File: src/rtl/bc_pkg.sv
// -----------------------------------------------------------------------------
// bc_pkg -- shared types and constants for the Bulls & Cows datapath.
//
// Holds the code geometry (DIGITS digits of DW bits each), the digit and code
// types shared with the game-control FSM, and the scorer state encoding.
// A code packs digit k at bits [DW*k+DW-1 : DW*k], which is exactly the
// layout of the packed array code_t, so code[k] selects digit k.
// -----------------------------------------------------------------------------
package bc_pkg;

  localparam int DIGITS = 4;                    // digits per code
  localparam int DW     = 4;                    // bits per digit (BCD nibble)
  localparam int CW     = $clog2(DIGITS + 1);   // width of bulls/cows counts
  localparam int IW     = $clog2(DIGITS);       // width of the digit index

  typedef logic [DW-1:0] digit_t;
  typedef digit_t [DIGITS-1:0] code_t;
  typedef logic [CW-1:0] count_t;

  localparam digit_t DIGIT_MAX = digit_t'(9);

  typedef enum logic [1:0] {
    IDLE     = 2'd0,
    VALIDATE = 2'd1,
    COMPARE  = 2'd2,
    DONE     = 2'd3
  } scorer_state_t;

endpackage : bc_pkg

File: src/rtl/bc_code_check.sv
// -----------------------------------------------------------------------------
// bc_code_check -- combinational legality check of one code.
//
// A code is legal when every digit is a decimal digit (<= DIGIT_MAX) and no
// two digits are equal.
//
// Ports:
//   code   in   code_t   code under test
//   legal  out  1        1 = all digits in range and pairwise distinct
// -----------------------------------------------------------------------------
module bc_code_check
  import bc_pkg::*;
(
  input  code_t code,
  output logic  legal
);

  always_comb begin
    // NOTE: combinational blocks use blocking '=' and assign every output a
    // default first, so no path can leave it unassigned and infer a latch.
    legal = 1'b1;
    for (int i = 0; i < DIGITS; i++) begin
      if (code[i] > DIGIT_MAX) begin
        legal = 1'b0;
      end
      for (int j = i + 1; j < DIGITS; j++) begin
        if (code[i] == code[j]) begin
          legal = 1'b0;
        end
      end
    end
  end

endmodule : bc_code_check

File: src/rtl/bc_scorer.sv
// -----------------------------------------------------------------------------
// bc_scorer -- Bulls & Cows scoring stage.
//
// Accepts a secret/guess pair over a valid/ready handshake, validates the
// guess (decimal digits, all distinct), then scores it serially, one guess
// digit per cycle, and presents bulls/cows/win/invalid plus the player tag
// until the consumer takes it.
//
// Sequence: IDLE -> VALIDATE -> COMPARE (DIGITS cycles) -> DONE -> IDLE.
// An illegal pair skips COMPARE and goes straight to DONE with invalid set.
//
// Optional build macro:
//   BC_SECRET_CHECK_EN  when defined, the latched secret is validated with the
//                       same rules as the guess; a bad secret reports invalid.
//                       When undefined, the secret is trusted as-is.
//
// Ports:
//   clock        in   1          system clock, rising edge
//   reset        in   1          synchronous, active-high reset
//   in_valid     in   1          secret/guess pair presented
//   in_ready     out  1          scorer idle, pair accepted when in_valid
//   in_player    in   1          player tag (0 = J1, 1 = J2)
//   in_secret    in   DIGITS*DW  secret code
//   in_guess     in   DIGITS*DW  guess code, same packing
//   out_valid    out  1          result available
//   out_ready    in   1          consumer takes result
//   out_bulls    out  CW         digits matching in value and position
//   out_cows     out  CW         digits present in secret at another position
//   out_win      out  1          legal guess with bulls == DIGITS
//   out_invalid  out  1          pair rejected, counts forced to 0
//   out_player   out  1          latched player tag
// -----------------------------------------------------------------------------
module bc_scorer
  import bc_pkg::*;
(
  input  logic                 clock,
  input  logic                 reset,
  input  logic                 in_valid,
  output logic                 in_ready,
  input  logic                 in_player,
  input  logic [DIGITS*DW-1:0] in_secret,
  input  logic [DIGITS*DW-1:0] in_guess,
  output logic                 out_valid,
  input  logic                 out_ready,
  output logic [CW-1:0]        out_bulls,
  output logic [CW-1:0]        out_cows,
  output logic                 out_win,
  output logic                 out_invalid,
  output logic                 out_player
);

  scorer_state_t state_q, state_d;

  code_t         secret_q;
  code_t         guess_q;
  logic          player_q;
  logic [IW-1:0] idx_q;
  count_t        bulls_q;
  count_t        cows_q;
  logic          invalid_q;

  logic          accept;
  logic          last_digit;
  logic          guess_legal;
  logic          secret_legal;
  logic          pair_legal;
  digit_t        cur_guess;
  logic          is_bull;
  logic          is_cow;

  // ---------------------------------------------------------------------------
  // Legality checks on the latched codes
  // ---------------------------------------------------------------------------
  bc_code_check u_guess_check (
    .code  (guess_q),
    .legal (guess_legal)
  );

`ifdef BC_SECRET_CHECK_EN
  bc_code_check u_secret_check (
    .code  (secret_q),
    .legal (secret_legal)
  );
`else
  assign secret_legal = 1'b1;
`endif

  assign pair_legal = guess_legal && secret_legal;

  // ---------------------------------------------------------------------------
  // Per-digit scoring of guess digit idx_q. A bull takes priority over a cow,
  // so each digit contributes at most one increment and bulls + cows <= DIGITS
  // even if the secret is malformed.
  // ---------------------------------------------------------------------------
  assign cur_guess = guess_q[idx_q];
  assign is_bull   = (cur_guess == secret_q[idx_q]);

  always_comb begin
    is_cow = 1'b0;
    for (int j = 0; j < DIGITS; j++) begin
      if ((IW'(j) != idx_q) && (secret_q[j] == cur_guess)) begin
        is_cow = 1'b1;
      end
    end
  end

  // ---------------------------------------------------------------------------
  // Control FSM
  // ---------------------------------------------------------------------------
  assign in_ready   = (state_q == IDLE);
  assign out_valid  = (state_q == DONE);
  assign accept     = in_valid && in_ready;
  assign last_digit = (idx_q == IW'(DIGITS - 1));

  always_ff @(posedge clock) begin
    // NOTE: sequential state uses non-blocking '<=' so every register samples
    // the pre-edge values, independent of statement order.
    if (reset) begin
      state_q <= IDLE;
    end else begin
      state_q <= state_d;
    end
  end

  always_comb begin
    state_d = state_q;
    case (state_q)
      IDLE:     if (accept)     state_d = VALIDATE;
      VALIDATE: state_d = pair_legal ? COMPARE : DONE;
      COMPARE:  if (last_digit) state_d = DONE;
      DONE:     if (out_ready)  state_d = IDLE;
      default:  state_d = IDLE;
    endcase
  end

  // ---------------------------------------------------------------------------
  // Operand latch. Captured only on acceptance and never read before then.
  // ---------------------------------------------------------------------------
  always_ff @(posedge clock) begin
    // NOTE: pure data registers carry no reset; they are always written on
    // acceptance before VALIDATE reads them, so reset would only cost routing.
    if (accept) begin
      secret_q <= in_secret;
      guess_q  <= in_guess;
    end
  end

  // ---------------------------------------------------------------------------
  // Counters, index and result flags. Held unchanged in DONE so the result is
  // stable for as long as the consumer stalls.
  // ---------------------------------------------------------------------------
  always_ff @(posedge clock) begin
    if (reset) begin
      player_q  <= 1'b0;
      idx_q     <= '0;
      bulls_q   <= '0;
      cows_q    <= '0;
      invalid_q <= 1'b0;
    end else begin
      case (state_q)
        IDLE: begin
          if (accept) begin
            player_q <= in_player;
          end
        end
        VALIDATE: begin
          idx_q     <= '0;
          bulls_q   <= '0;
          cows_q    <= '0;
          invalid_q <= !pair_legal;
        end
        COMPARE: begin
          idx_q <= idx_q + IW'(1);
          if (is_bull) begin
            bulls_q <= bulls_q + CW'(1);
          end else if (is_cow) begin
            cows_q <= cows_q + CW'(1);
          end
        end
        default: ;
      endcase
    end
  end

  // ---------------------------------------------------------------------------
  // Result outputs
  // ---------------------------------------------------------------------------
  assign out_bulls   = bulls_q;
  assign out_cows    = cows_q;
  assign out_invalid = invalid_q;
  assign out_player  = player_q;
  assign out_win     = !invalid_q && (bulls_q == CW'(DIGITS));

endmodule : bc_scorer

File: config.mk
export PLATFORM = sky130hd
export DESIGN_NAME = bc_scorer
export DESIGN_NICKNAME = d
export VERILOG_FILES = /design/src/rtl/bc_pkg.sv /design/src/rtl/bc_code_check.sv /design/src/rtl/bc_scorer.sv
export SDC_FILE = /design/constraint.sdc
export NUM_CORES = 1
export LEC_CHECK = 0
export BUFFER_PORTS_ARGS = -buffer_cell sky130_fd_sc_hd__buf_2
export CAP_MARGIN = 10
export CORE_MARGIN = 4
export CORE_UTILIZATION = 58
export DETAILED_ROUTE_END_ITERATION = 7
export GPL_ROUTABILITY_DRIVEN = 0
export HOLD_SLACK_MARGIN = 0.15
export PLACE_DENSITY_LB_ADDON = 0.25
export SLEW_MARGIN = 10
export SYNTH_ARGS = -nofsm -noshare
export SYNTH_HDL_FRONTEND = slang
export SYNTH_SLANG_ARGS = --single-unit
File: constraint.sdc
create_clock -name clock -period 4.25 [get_ports clock]
set_input_delay 0.6375 -clock clock [delete_from_list [all_inputs] [get_ports clock]]
set_output_delay 0.6375 -clock clock [all_outputs]
set_load 0.02 [all_outputs]
Word-level counts from Yosys, hierarchy flattened
Cells that the tools add are included.

operators by class
  eq/ne operators = 25
  mux-type cells = 29
  add/subtract/negate cells = 3
  reductions and logical operators = 15
  order comparisons = 5

operators with widths
  kind                                                                  count
  4-bit == test                                                         11
  4-bit binary-select mux with 2-bit select                             2
  4-bit greater-than comparator, second input constant                  4
  1-bit 2-to-1 mux                                                      15
  3-bit one-hot mux with 2 select lines                                 2
  3-bit 2-to-1 mux                                                      3
  4-bit 2-to-1 mux                                                      2
  2-bit != test, second input constant                                  4
  2-bit one-hot mux with 4 select lines                                 1
  3-bit by 1-bit adder with 3-bit output, second input constant         2
  2-bit == test, second input constant                                  3
  1-bit logical AND                                                     6
  2-bit 2-to-1 mux                                                      3
  3-bit AND reduction                                                   2
  2-bit by 1-bit != test with 1-bit output, second input constant       2
  2-bit != test, first input constant                                   2
  2-bit one-hot mux with 2 select lines                                 1
  2-bit AND reduction                                                   2
  2-bit nonzero test                                                    2
  3-bit == test, second input constant                                  1
  2-bit by 3-bit < comparator with 1-bit output, second input constant  1
  2-bit by 1-bit adder with 2-bit output, second input constant         1
  2-bit by 1-bit == test with 1-bit output, second input constant       1
  1-bit zero test                                                       2
  2 further kinds                                                       2

word-level totals
  register bits after elaboration = 44
  bits of input ports = 37

Longest topological paths before layout
Gate-level depths: netlist of run 1.

  word-level depth = 13
  depth in mapped cells = 8
  depth with buffers taken out = 7

Modules after synthesis
A second synthesis of run 1 with hierarchy kept.

unflattened totals
  cells, all modules = 186
  area total of the unflattened synthesis = 2302.2 sq um

modules (own cells, without submodules)
  module         area each (sq um)  times used  seq. area each (sq um)  cells each
  bc_scorer      2015.7             1           1201.2                  149
  bc_code_check  286.5              1           0.0                     37

Least setup slack after synthesis of run 1
OpenSTA, ideal clock, no wires.

  kind = register to register
  from = reg idx_q[0]
  to = reg bulls_q[2], in the netlist out_bulls[2]
  cell stages (with the launch flop) = 8
  data required time = 4.164 ns
  setup slack = 1.694 ns
  setup time = 0.086 ns
  path buffers = 1
  arrival time = 2.470 ns
  period minus slack after synthesis = 2.556 ns
  cells stage by stage = dfxtp_1 buf_6 mux4_2 xnor2_1 nand4_1 mux4_2 or4_4 a221oi_2

between the ends
  longest elaborated chain between the ends = 5
  elaborated cells on any way between the ends = 7
  classes of those cells = eq/ne (2); mux (4); reduce/logical (1)

ends and longest elaborated chain
  element                                                       line                              source
  start: declaration                                            bc_scorer.sv:57                   logic [IW-1:0] idx_q;
  start signal: assignment                                      bc_scorer.sv:173                  idx_q <= idx_q + IW'(1);
  4-bit binary-select mux with 2-bit select (on tied branches)  bc_scorer.sv:95, bc_scorer.sv:96
  4-bit 2-to-1 mux (on tied branches)                           bc_scorer.sv:95, bc_scorer.sv:96
  4-bit == test *                                               bc_scorer.sv:96                   assign is_bull = (cur_guess == secret_q[idx_q]);
  2-bit != test (no source line) *                              --
  2-bit AND reduction (no source line) *                        --
  end signal: assignment                                        bc_scorer.sv:175                  bulls_q <= bulls_q + CW'(1);
  end: declaration                                              bc_scorer.sv:58                   count_t bulls_q;

Mark *: on every way between the ends. The rest lies on a longest branch, timed or not. The select of a mux whose other input is x is not followed.
A chain may end at the register's enable or synchronous reset.

Worst setup path in the final report of run 1
Same ends and word-level chain as after synthesis.

==> results of run 1 <==
-- worst min path at each step --
stage	end	cells past startpoint	start	slack, ps
CTS	out_cows[2]$_SDFFE_PP0P_	2	out_cows[2]$_SDFFE_PP0P_	490
detailed placement	out_cows[2]$_SDFFE_PP0P_	2	out_cows[2]$_SDFFE_PP0P_	480
finish	out_cows[2]$_SDFFE_PP0P_	2	out_cows[2]$_SDFFE_PP0P_	490
floorplan	state_q[0]$_SDFFE_PP0P_	2	state_q[0]$_SDFFE_PP0P_	520
global route	guess_q[7]$_DFFE_PP_	1	in_guess[7]	490
global placement	out_cows[2]$_SDFFE_PP0P_	2	out_cows[2]$_SDFFE_PP0P_	460
-- per-stage QoR --
step | std cells | power, mW | hold slack, ps | setup slack (ps)
after floorplan | 176 | 1.015 | 523.6 | 1694
after global placement | 270 | 1.113 | 459.3 | 1557
after detailed placement | 270 | 1.142 | 475.8 | 1401
after CTS | 278 | 1.469 | 489.0 | 1363
after global routing | 278 | 1.552 | 491.6 | 1170
final | 278 | 1.463 | 490.1 | 1384
-- power by group through the flow --
stage                     clock [mW]  sequential [mW]  combinational (mW)
final                          0.325            0.665               0.473
after global routing           0.349            0.674               0.529
after CTS                      0.328            0.664               0.476
after detailed placement           0            0.673               0.469
after global placement             0            0.669               0.444
after floorplan                    0            0.660               0.355
-- state kept, by name, summed over array words and instances (netlist names) --
name / flops
idx_q: 2
out_bulls: 3
out_player: 1
out_cows: 3
state_q: 2
out_invalid: 1
secret_q: 16
guess_q: 16
-- layout by cell type, fill, tap and decap left out, drive strengths merged, types with 3 or more instances in the layout --
master   n
xnor2   28
mux4     5
ha      11
nor2     6
inv     11
a21oi    6
o21ai    7
nor4     4
edfxtp  32
clkbuf   5
dfxtp   12
o31ai    3
nand2    6
buf     48
nand4    9
xor2    12
nand2b   3
-- kinds of logic (layout without fill, tap and decap cells) --
family,Yosys count,after routing
AOI/OAI and AO/OA,25,25
xor gates and xnor gates,40,40
muxes,8,8
adders and majority gates,11,11
and+or+nand+nor,36,36
DFF,44,44
buffers and inverters,12,66
-- cell type report --
cell class | count | area [sq um] | share of cell area, %
clock buffers | 5 | 68.82 | 2.591
clock inverters | 3 | 46.29 | 1.743
inverters | 10 | 37.54 | 1.413
multi-input cells | 120 | 999.7 | 37.64
flip-flops and latches | 44 | 1201 | 45.22
well taps | 48 | 60.06 | 2.261
repair buffers | 48 | 242.7 | 9.138
-- metal layers --
metal  GRT usage, %  vias to the layer above  part of all wire [%]
met2          30.35                       54                    49
met5              0                        -                     0
met1          23.44                      745                    42
met4          6.383                        0                   1.3
met3          5.755                        8                   7.2
li1               -                      751                     -
-- critical path: stages (launching register included) --
cell      delay, ps
dfxtp_1         550
mux4_2          650
xnor2_1         190
nand4_1         150
mux4_2          550
or4_4           440
a221oi_2        250
==> results.ini, run 1 <==
[status]
outcome=completed

[worst_setup_path]
r2r_slack_ps=1380
regToRegEndpoint=out_bulls[2]$_SDFFE_PP0P_
worstSetupPathType=reg -> reg
ff2ff_path_depth=6
end_kind=flip-flop
crit_fanout=8
endpoint=out_bulls[2]$_SDFFE_PP0P_
cp.required_ps=4470
arrival_ps=3080
r2r_start=idx_q[0]$_SDFFE_PP0P_
critPathLaunch=idx_q[0]$_SDFFE_PP0P_
cp-start-kind=flip-flop

[place]
hpwl_um=3255
io_buffers=47
placed_area_sq_mm=0.002541

[clocking]
ctsResizeCount=0
cts_buffer_depth=2
cts_buffers=5
ctsHoldBuffers=0
path_clk_slew_ps=90
clockRootBuffer=clkbuf_8
clock-sinks=44
tritoncts=built
cts_setup_buffers=0
h-tree-depth=2
clock_latency_ps=300

[logic_synthesis]
synth.net_count=224
synth_fa_ha_area_share_pct=6.108
synth_compound_area_share_pct=7.329
avgSynthCellArea_sq_um=12.80
synthTopCellsByCount=edfxtp_1, xnor2_1, dfxtp_1, xor2_1, ha_1
yosysUniqueCellTypes=36
synth-edff-count=32
netlist.top_cell.by_area=edfxtp_1
synthXorXnorAreaFrac_pct=15.55
ys.flop_type=edfxtp_1
synth_top_family_by_area=XOR/XNOR gates
synth-simple-area-share_pct=8.995
synthArstFlopShare_pct=0
synth_warnings=0
yosysMostFrequentCell=edfxtp_1
yosysTopAreaCellShare_pct=42.64
syn_area_sq_mm=0.002253
ys_ff_latch=44
muxShareOfSynthArea_pct=6.385
seq_area_frac_synth_pct=53.30
synth_area_leaders=edfxtp_1, xnor2_1, dfxtp_1
synthCells=176

[pwr]
p_int_uw=959.2
seq_power_share_pct=45.5
vdd_drop_max_uv=304.9
power_density_mw_per_mm2=550.7
leakage_nw=0.9828
power_frac_comb_pct=32.3
clockPowerShare_pct=22.2
switching_share_pct=34.43
p_sw_uw=503.7

[timing]
drv_slew=0
fin_crit_ps=2866
final.setup.tns_ps=0
fin_crit_sh_pct=67.43
setup_violations=0
fmax_mhz=348.9
slew_headroom_pct=61.46
tightest_slew_ps=573.1
rsz0062_at_grt=false
hold_violations=0
fin_skew_ps=10.97

[cells_and_area]
final_util_pct=71.48
fillers=261
fin_area_sq_mm=0.002656
drive_gt1_share_pct=28.26
nNetsFinal=277
area_growth_pct=17.88
n_antenna_cell=0

[floorplanning]
die_height_um=70.33
die_w_um=70.33
initial_core_util_pct=60.64
core_area_sq_mm=0.003716
ioPinCount=48
dieArea_sq_mm=0.004946
rows=22

[global_route]
grt_max_degree=34
grt_pass1_vias=1599
grt_pass1_wl_um=7258
track_usage_pct=18.64
overflow=0
antenna_found_initial=0

[routing]
ant_nets=0
dr.first_iter.drc_count=98
wl_per_cell_um=15.79
num_vias=1558
dr.pass1.iters=4
wl_um=4389
remaining_drc_errors=0
vias_per_cell=5.604

[worst_hold_path]
min_path_type=reg -> reg

[run]
cap_viol_max_count=0

Power figures use the tool's default switching activity.
==> run 2, diff against run 1 <==
Settings changed: CORE_UTILIZATION 58 to 54.
Clock period 4.25 ns to 2.9 ns, I/O delays scaled along.
==> run 2 against run 1 <==
Compared with the run above: wire length decreased by 4.0%; final cell count increased by 5.8%; via count increased by 1.2%; setup slack got worse by 1200 ps; critical path type unchanged; maximum frequency increased by 6.3%; sequential share of layout area decreased by 1.3 points; critical path depth unchanged; first-iteration DRC count decreased by 44%; clock skew decreased by 1.4 ps; die area increased by 6.6%; core utilization decreased by 3.5 points; flip-flop and latch count unchanged.
==> results.ini, run 2 (same netlist as run 1, synthesis figures left out) <==
[place]
hpwl_um=3281  ; was 3255 um
dpl.cell_count=286  ; was 270
io_buffers=47  ; unchanged
dp_slack_ps=93.86  ; was 1401 ps

[timing]
whs_ps=310.4  ; was 490.1 ps
fin_crit_ps=2696  ; was 2866 ps
hold_violations=0  ; unchanged
fin_crit_sh_pct=92.97  ; was 67.43%
fmax_mhz=370.9  ; was 348.9 MHz
slew_headroom_pct=57.33  ; was 61.46%
final.setup.tns_ps=0  ; unchanged
drv_slew=0  ; unchanged
rsz0062_at_grt=false  ; unchanged
fin_skew_ps=9.553  ; was 10.97 ps
setup_violations=0  ; unchanged
tightest_slew_ps=634.6  ; was 573.1 ps
worst_slack_ps=204.0  ; was 1384 ps

[floorplanning]
initial_core_util_pct=55.93  ; was 60.64%
rows=23  ; was 22
die_w_um=72.60  ; was 70.33 um
dieArea_sq_mm=0.005271  ; was 0.004946 sq mm
core_area_sq_mm=0.004029  ; was 0.003716 sq mm
die_height_um=72.60  ; was 70.33 um
ioPinCount=48  ; unchanged

[clocking]
clock_latency_ps=290  ; was 300 ps
cts_buffer_depth=2  ; unchanged
clock-sinks=44  ; unchanged
cts_buffers=5  ; unchanged
h-tree-depth=2  ; unchanged
path_clk_slew_ps=90  ; about the same
tritoncts=built  ; unchanged
cts_setup_buffers=0  ; unchanged
clockRootBuffer=clkbuf_8  ; unchanged

[cells_and_area]
mostFrequentLayoutCells=buf_2, edfxtp_1, xnor2_1, buf_4, xor2_1  ; was buf_2, edfxtp_1, xnor2_1, xor2_1, dfxtp_1
area_growth_pct=21.49  ; was 17.88%
final_common_cell=buf_2  ; unchanged
fin_cells=294  ; was 278
top_regs=guess_q: 16 flops, secret_q: 16 flops  ; unchanged
drive_gt1_share_pct=32.79  ; was 28.26%
nNetsFinal=291  ; was 277
n_antenna_cell=0  ; unchanged

[pwr]
vdd_drop_max_uv=384.5  ; was 304.9 uV
leakage_nw=1.044  ; was 0.9828 nW
p_total_mw=2.076  ; was 1.463 mW
power_density_mw_per_mm2=758.2  ; was 550.7 mW/mm^2

[global_route]
antenna_found_initial=0  ; unchanged
grt_max_degree=34  ; unchanged
grt_pass1_vias=1585  ; was 1599
track_usage_pct=17.99  ; was 18.64%
grt_pass1_wl_um=7176  ; was 7258 um
overflow=0  ; unchanged

[worst_setup_path]
worstSetupPathType=reg -> reg  ; unchanged
end_kind=flip-flop  ; unchanged
crit_fanout=5  ; was 8
arrival_ps=2910  ; was 3080 ps
cp-start-kind=flip-flop  ; unchanged
cp.required_ps=3120  ; was 4470 ps

[routing]
wl_um=4212  ; was 4389 um
ant_nets=0  ; unchanged
dr.first_iter.drc_count=55  ; was 98
vias_per_cell=5.361  ; was 5.604
dr.pass1.iters=4  ; unchanged
remaining_drc_errors=0  ; unchanged
wl_per_cell_um=14.33  ; was 15.79 um
num_vias=1576  ; was 1558

[run]
cap_viol_max_count=0  ; unchanged

[status]
outcome=completed  ; unchanged

[worst_hold_path]
min_path_type=in -> reg  ; was reg -> reg

==> run 2: cell count changes in the layout (fill, tap and decap cells not counted), sizes merged <==
cell      previous run  this run
clkinv               0         3
bufinv               1         0
buf                 48        62
inv                 11        10
clkinvlp             1         0
==> run 2: through the flow <==
stage	instance area, sq um	utilization [%]
finish	2738	67.95
global route	2738	67.95
CTS	2736	67.92
detailed placement	2649	65.75
global placement	2649	65.75
floorplan	2253	-
==> run 2: area by class of cell <==
type / instances / area (sq um)
well taps: 50 / 62.56
repair buffers: 62 / 347.8
clock inverters: 3 / 18.77
flip-flops and latches: 44 / 1202
inverters: 10 / 37.54
multi-input cells: 120 / 999.7
clock buffers: 5 / 68.82
fillers: 314 / 1291
==> run 2: metal layers <==
layer | global-route usage, % | wire, um | share of wire [%]
met5 | 0 | 0 | 0
met3 | 4.683 | 258 | 6.1
met4 | 6.148 | 72 | 1.7
met2 | 29.96 | 2105 | 50
met1 | 22.76 | 1776 | 42
==> run 2: worst max-delay path: stages, from the launching register on <==
cell and delay, ps:
edfxtp_1 500, mux4_2 600, xnor2_1 170, nand4_1 140, mux4_2 550, or4_4 440, a221oi_2 230
==> run 2: final timing paths <==
path | from | endpoint | slack, ps | cells past startpoint
hold / removal | in_secret[9] | secret_q[9]$_DFFE_PP_ | 310 | 1
setup / recovery | guess_q[13]$_DFFE_PP_ | out_bulls[2]$_SDFFE_PP0P_ | 200 | 6
hold reg to reg | out_cows[2]$_SDFFE_PP0P_ | out_cows[2]$_SDFFE_PP0P_ | 480 | 2
setup reg to reg | guess_q[13]$_DFFE_PP_ | out_bulls[2]$_SDFFE_PP0P_ | 200 | 6
==> run 2: repair_timing <==
action,4_1_cts,5_1_grt
endpoints found under the setup margin,0,5
hold buffers,0,0
gates resized for setup,0,1
endpoints found under the hold margin,0,0
==> run 2: where the power goes <==
group          internal [mW]  switching, mW
clock                  0.168          0.204
combinational          0.350          0.426
sequential             0.838         0.0895
total                   1.36          0.720
==> run 3, diff against run 2 <==
Settings changed: CELL_PAD_IN_SITES_DETAIL_PLACEMENT from default to 1, CELL_PAD_IN_SITES_GLOBAL_PLACEMENT from default to 1, CORE_UTILIZATION 54 to 43, RECOVER_POWER from default to 100.
==> run 3 against run 2 <==
Compared with the run above: via count rose by 2.5%; final cell count grew 6.8%; setup slack got worse by 36 ps; critical path depth stayed put; sequential power is 0.6% higher; non-clock buffer count stayed put; register-to-register slack got worse by 40 ps; wire length increased by 21%; core utilization fell by 14 points; first-iteration DRC count grew 49%.
==> results.ini, run 3 (same netlist as run 1, synthesis figures left out) <==
[status]
outcome=completed  ; unchanged

[worst_setup_path]
regToRegEndpoint=out_bulls[2]$_SDFFE_PP0P_  ; unchanged
crit_fanout=4  ; was 5
cp.required_ps=3120  ; about the same
ff2ff_path_depth=6  ; unchanged
end_kind=flip-flop  ; unchanged
r2r_start=guess_q[8]$_DFFE_PP_  ; was guess_q[13]$_DFFE_PP_
cp-start-kind=flip-flop  ; unchanged
critPathLaunch=guess_q[8]$_DFFE_PP_  ; was guess_q[13]$_DFFE_PP_
arrival_ps=2950  ; was 2910 ps
r2r_slack_ps=170  ; was 200 ps
endpoint=out_bulls[2]$_SDFFE_PP0P_  ; unchanged
worstSetupPathType=reg -> reg  ; unchanged

[place]
hpwl_um=4011  ; was 3281 um
io_buffers=47  ; unchanged
placed_area_sq_mm=0.002674  ; was 0.002649 sq mm

[timing]
fin_skew_ps=7.048  ; was 9.553 ps
final.setup.tns_ps=0  ; unchanged
slew_headroom_pct=43.80  ; was 57.33%
drv_slew=0  ; unchanged
tightest_slew_ps=843.0  ; was 634.6 ps
whs_ps=307.5  ; was 310.4 ps
fin_crit_ps=2732  ; was 2696 ps
setup_violations=0  ; unchanged
rsz0062_at_grt=false  ; unchanged
hold_violations=0  ; unchanged
fin_crit_sh_pct=94.21  ; was 92.97%
fmax_mhz=366.0  ; was 370.9 MHz

[worst_hold_path]
min_path_type=in -> reg  ; unchanged
hold_path_startpoint=in_secret[10]  ; was in_secret[9]

[pwr]
p_int_mw=1.434  ; was 1.356 mW
clockPowerShare_pct=21.3  ; was 17.9%
power_frac_comb_pct=36.0  ; was 37.4%
power_density_mw_per_mm2=792.4  ; was 758.2 mW/mm^2
switching_share_pct=34.39  ; was 34.66%
vdd_drop_max_uv=398.9  ; was 384.5 uV
seq_power_share_pct=42.7  ; was 44.7%
p_total_mw=2.185  ; was 2.076 mW
leakage_nw=1.001  ; was 1.044 nW
p_sw_uw=751.6  ; was 719.5 uW

[cells_and_area]
mostFrequentLayoutCells=buf_2, edfxtp_1, xnor2_1, clkbuf_1  ; was buf_2, edfxtp_1, xnor2_1, buf_4, xor2_1
n_antenna_cell=0  ; unchanged
final_common_cell=buf_2  ; unchanged
nNetsFinal=291  ; unchanged
drive_gt1_share_pct=27.05  ; was 32.79%
top_regs=guess_q: 16 flops, secret_q: 16 flops  ; unchanged
fin_area_sq_mm=0.002758  ; was 0.002738 sq mm
final_util_pct=53.99  ; was 67.95%
area_growth_pct=22.38  ; was 21.49%

[clocking]
clock_latency_ps=300  ; was 290 ps
tritoncts=built  ; unchanged
cts_buffer_depth=2  ; unchanged
cts_setup_buffers=0  ; unchanged
h-tree-depth=2  ; unchanged
cts_buffers=5  ; unchanged
path_clk_slew_ps=80  ; was 90 ps
clock-sinks=44  ; unchanged
clockRootBuffer=clkbuf_8  ; unchanged

[floorplanning]
core_area_sq_mm=0.005107  ; was 0.004029 sq mm
initial_core_util_pct=44.12  ; was 55.93%
dieArea_sq_mm=0.006463  ; was 0.005271 sq mm
die_height_um=80.39  ; was 72.60 um
rows=26  ; was 23
ioPinCount=48  ; unchanged
die_w_um=80.39  ; was 72.60 um

[global_route]
grt_max_degree=34  ; unchanged
overflow=0  ; unchanged
grt_pass1_vias=1668  ; was 1585
antenna_found_initial=0  ; unchanged
track_usage_pct=16.98  ; was 17.99%
grt_pass1_wl_um=8211  ; was 7176 um

[routing]
wl_per_cell_um=16.28  ; was 14.33 um
num_vias=1615  ; was 1576
dr.pass1.iters=4  ; unchanged
vias_per_cell=5.143  ; was 5.361
remaining_drc_errors=0  ; unchanged
ant_nets=0  ; unchanged
dr.first_iter.drc_count=82  ; was 55
wl_um=5113  ; was 4212 um

[run]
cap_viol_max_count=0  ; unchanged

==> run 3: cell types whose count changed in the layout (fill, tap and decap cells not counted) <==
cell       change
clkbuf_1      +13
buf_2         -11
buf_4          -3
clkbuf_2       +2
and2_0         +1
and2_1         -1
bufinv_16      +1
clkinv_2       -1
clkinv_4       -1
nor2_1         +1
nor2_2         -1
==> run 3: cell type report <==
cell class	instances	area, sq um
fillers	562	2350
flip-flops and latches	44	1202
multi-input cells	120	997.2
repair buffers	62	325.3
well taps	70	87.58
clock buffers	6	72.57
inverters	10	37.54
clock inverters	2	35.03
==> run 3: what timing repair did <==
item,CTS,global route
hold buffers,0,0
endpoints found under the setup margin,0,5
gates resized for setup,0,1
==> run 3: worst min path at each step <==
stage,to,slack [ps],depth (start not counted)
after global routing,secret_q[1]$_DFFE_PP_,290,1
after global placement,out_cows[2]$_SDFFE_PP0P_,460,2
after detailed placement,out_cows[2]$_SDFFE_PP0P_,470,2
after CTS,secret_q[11]$_DFFE_PP_,300,1
final,secret_q[10]$_DFFE_PP_,310,1
after floorplan,state_q[0]$_SDFFE_PP0P_,520,2
==> run 3: worst max-delay path, cell delays in order, from the launching register on <==
cell and delay, ps:
edfxtp_1 500, mux4_2 580, xnor2_1 200, nand4_1 160, mux4_2 540, or4_4 440, a221oi_2 240
==> run 3: power by group through the flow <==
stage	combinational (mW)	clock, mW	sequential (mW)
after floorplan	0.520	0	0.967
after global placement	0.776	0	0.945
after detailed placement	0.802	0	0.946
after CTS	0.809	0.478	0.933
after global routing	0.867	0.505	0.949
final	0.786	0.465	0.934
==> run 3: per-layer routing <==
layer  global-route usage (%)  share of wire [%]  vias up
met5                        0                  0        -
met4                    6.926                2.2        0
met3                    4.148                4.6       12
met2                    30.88                 55       38
met1                    18.75                 39      785
li1                         -                  -      780
==> run 3: stage by stage <==
step           cells  worst slack (ps)
3_3_place_gp     306             158.8
2_1_floorplan    176             343.9
4_1_cts          314             21.71
5_1_grt          314             1.649
6_report         314             167.8
3_5_place_dp     306             33.72
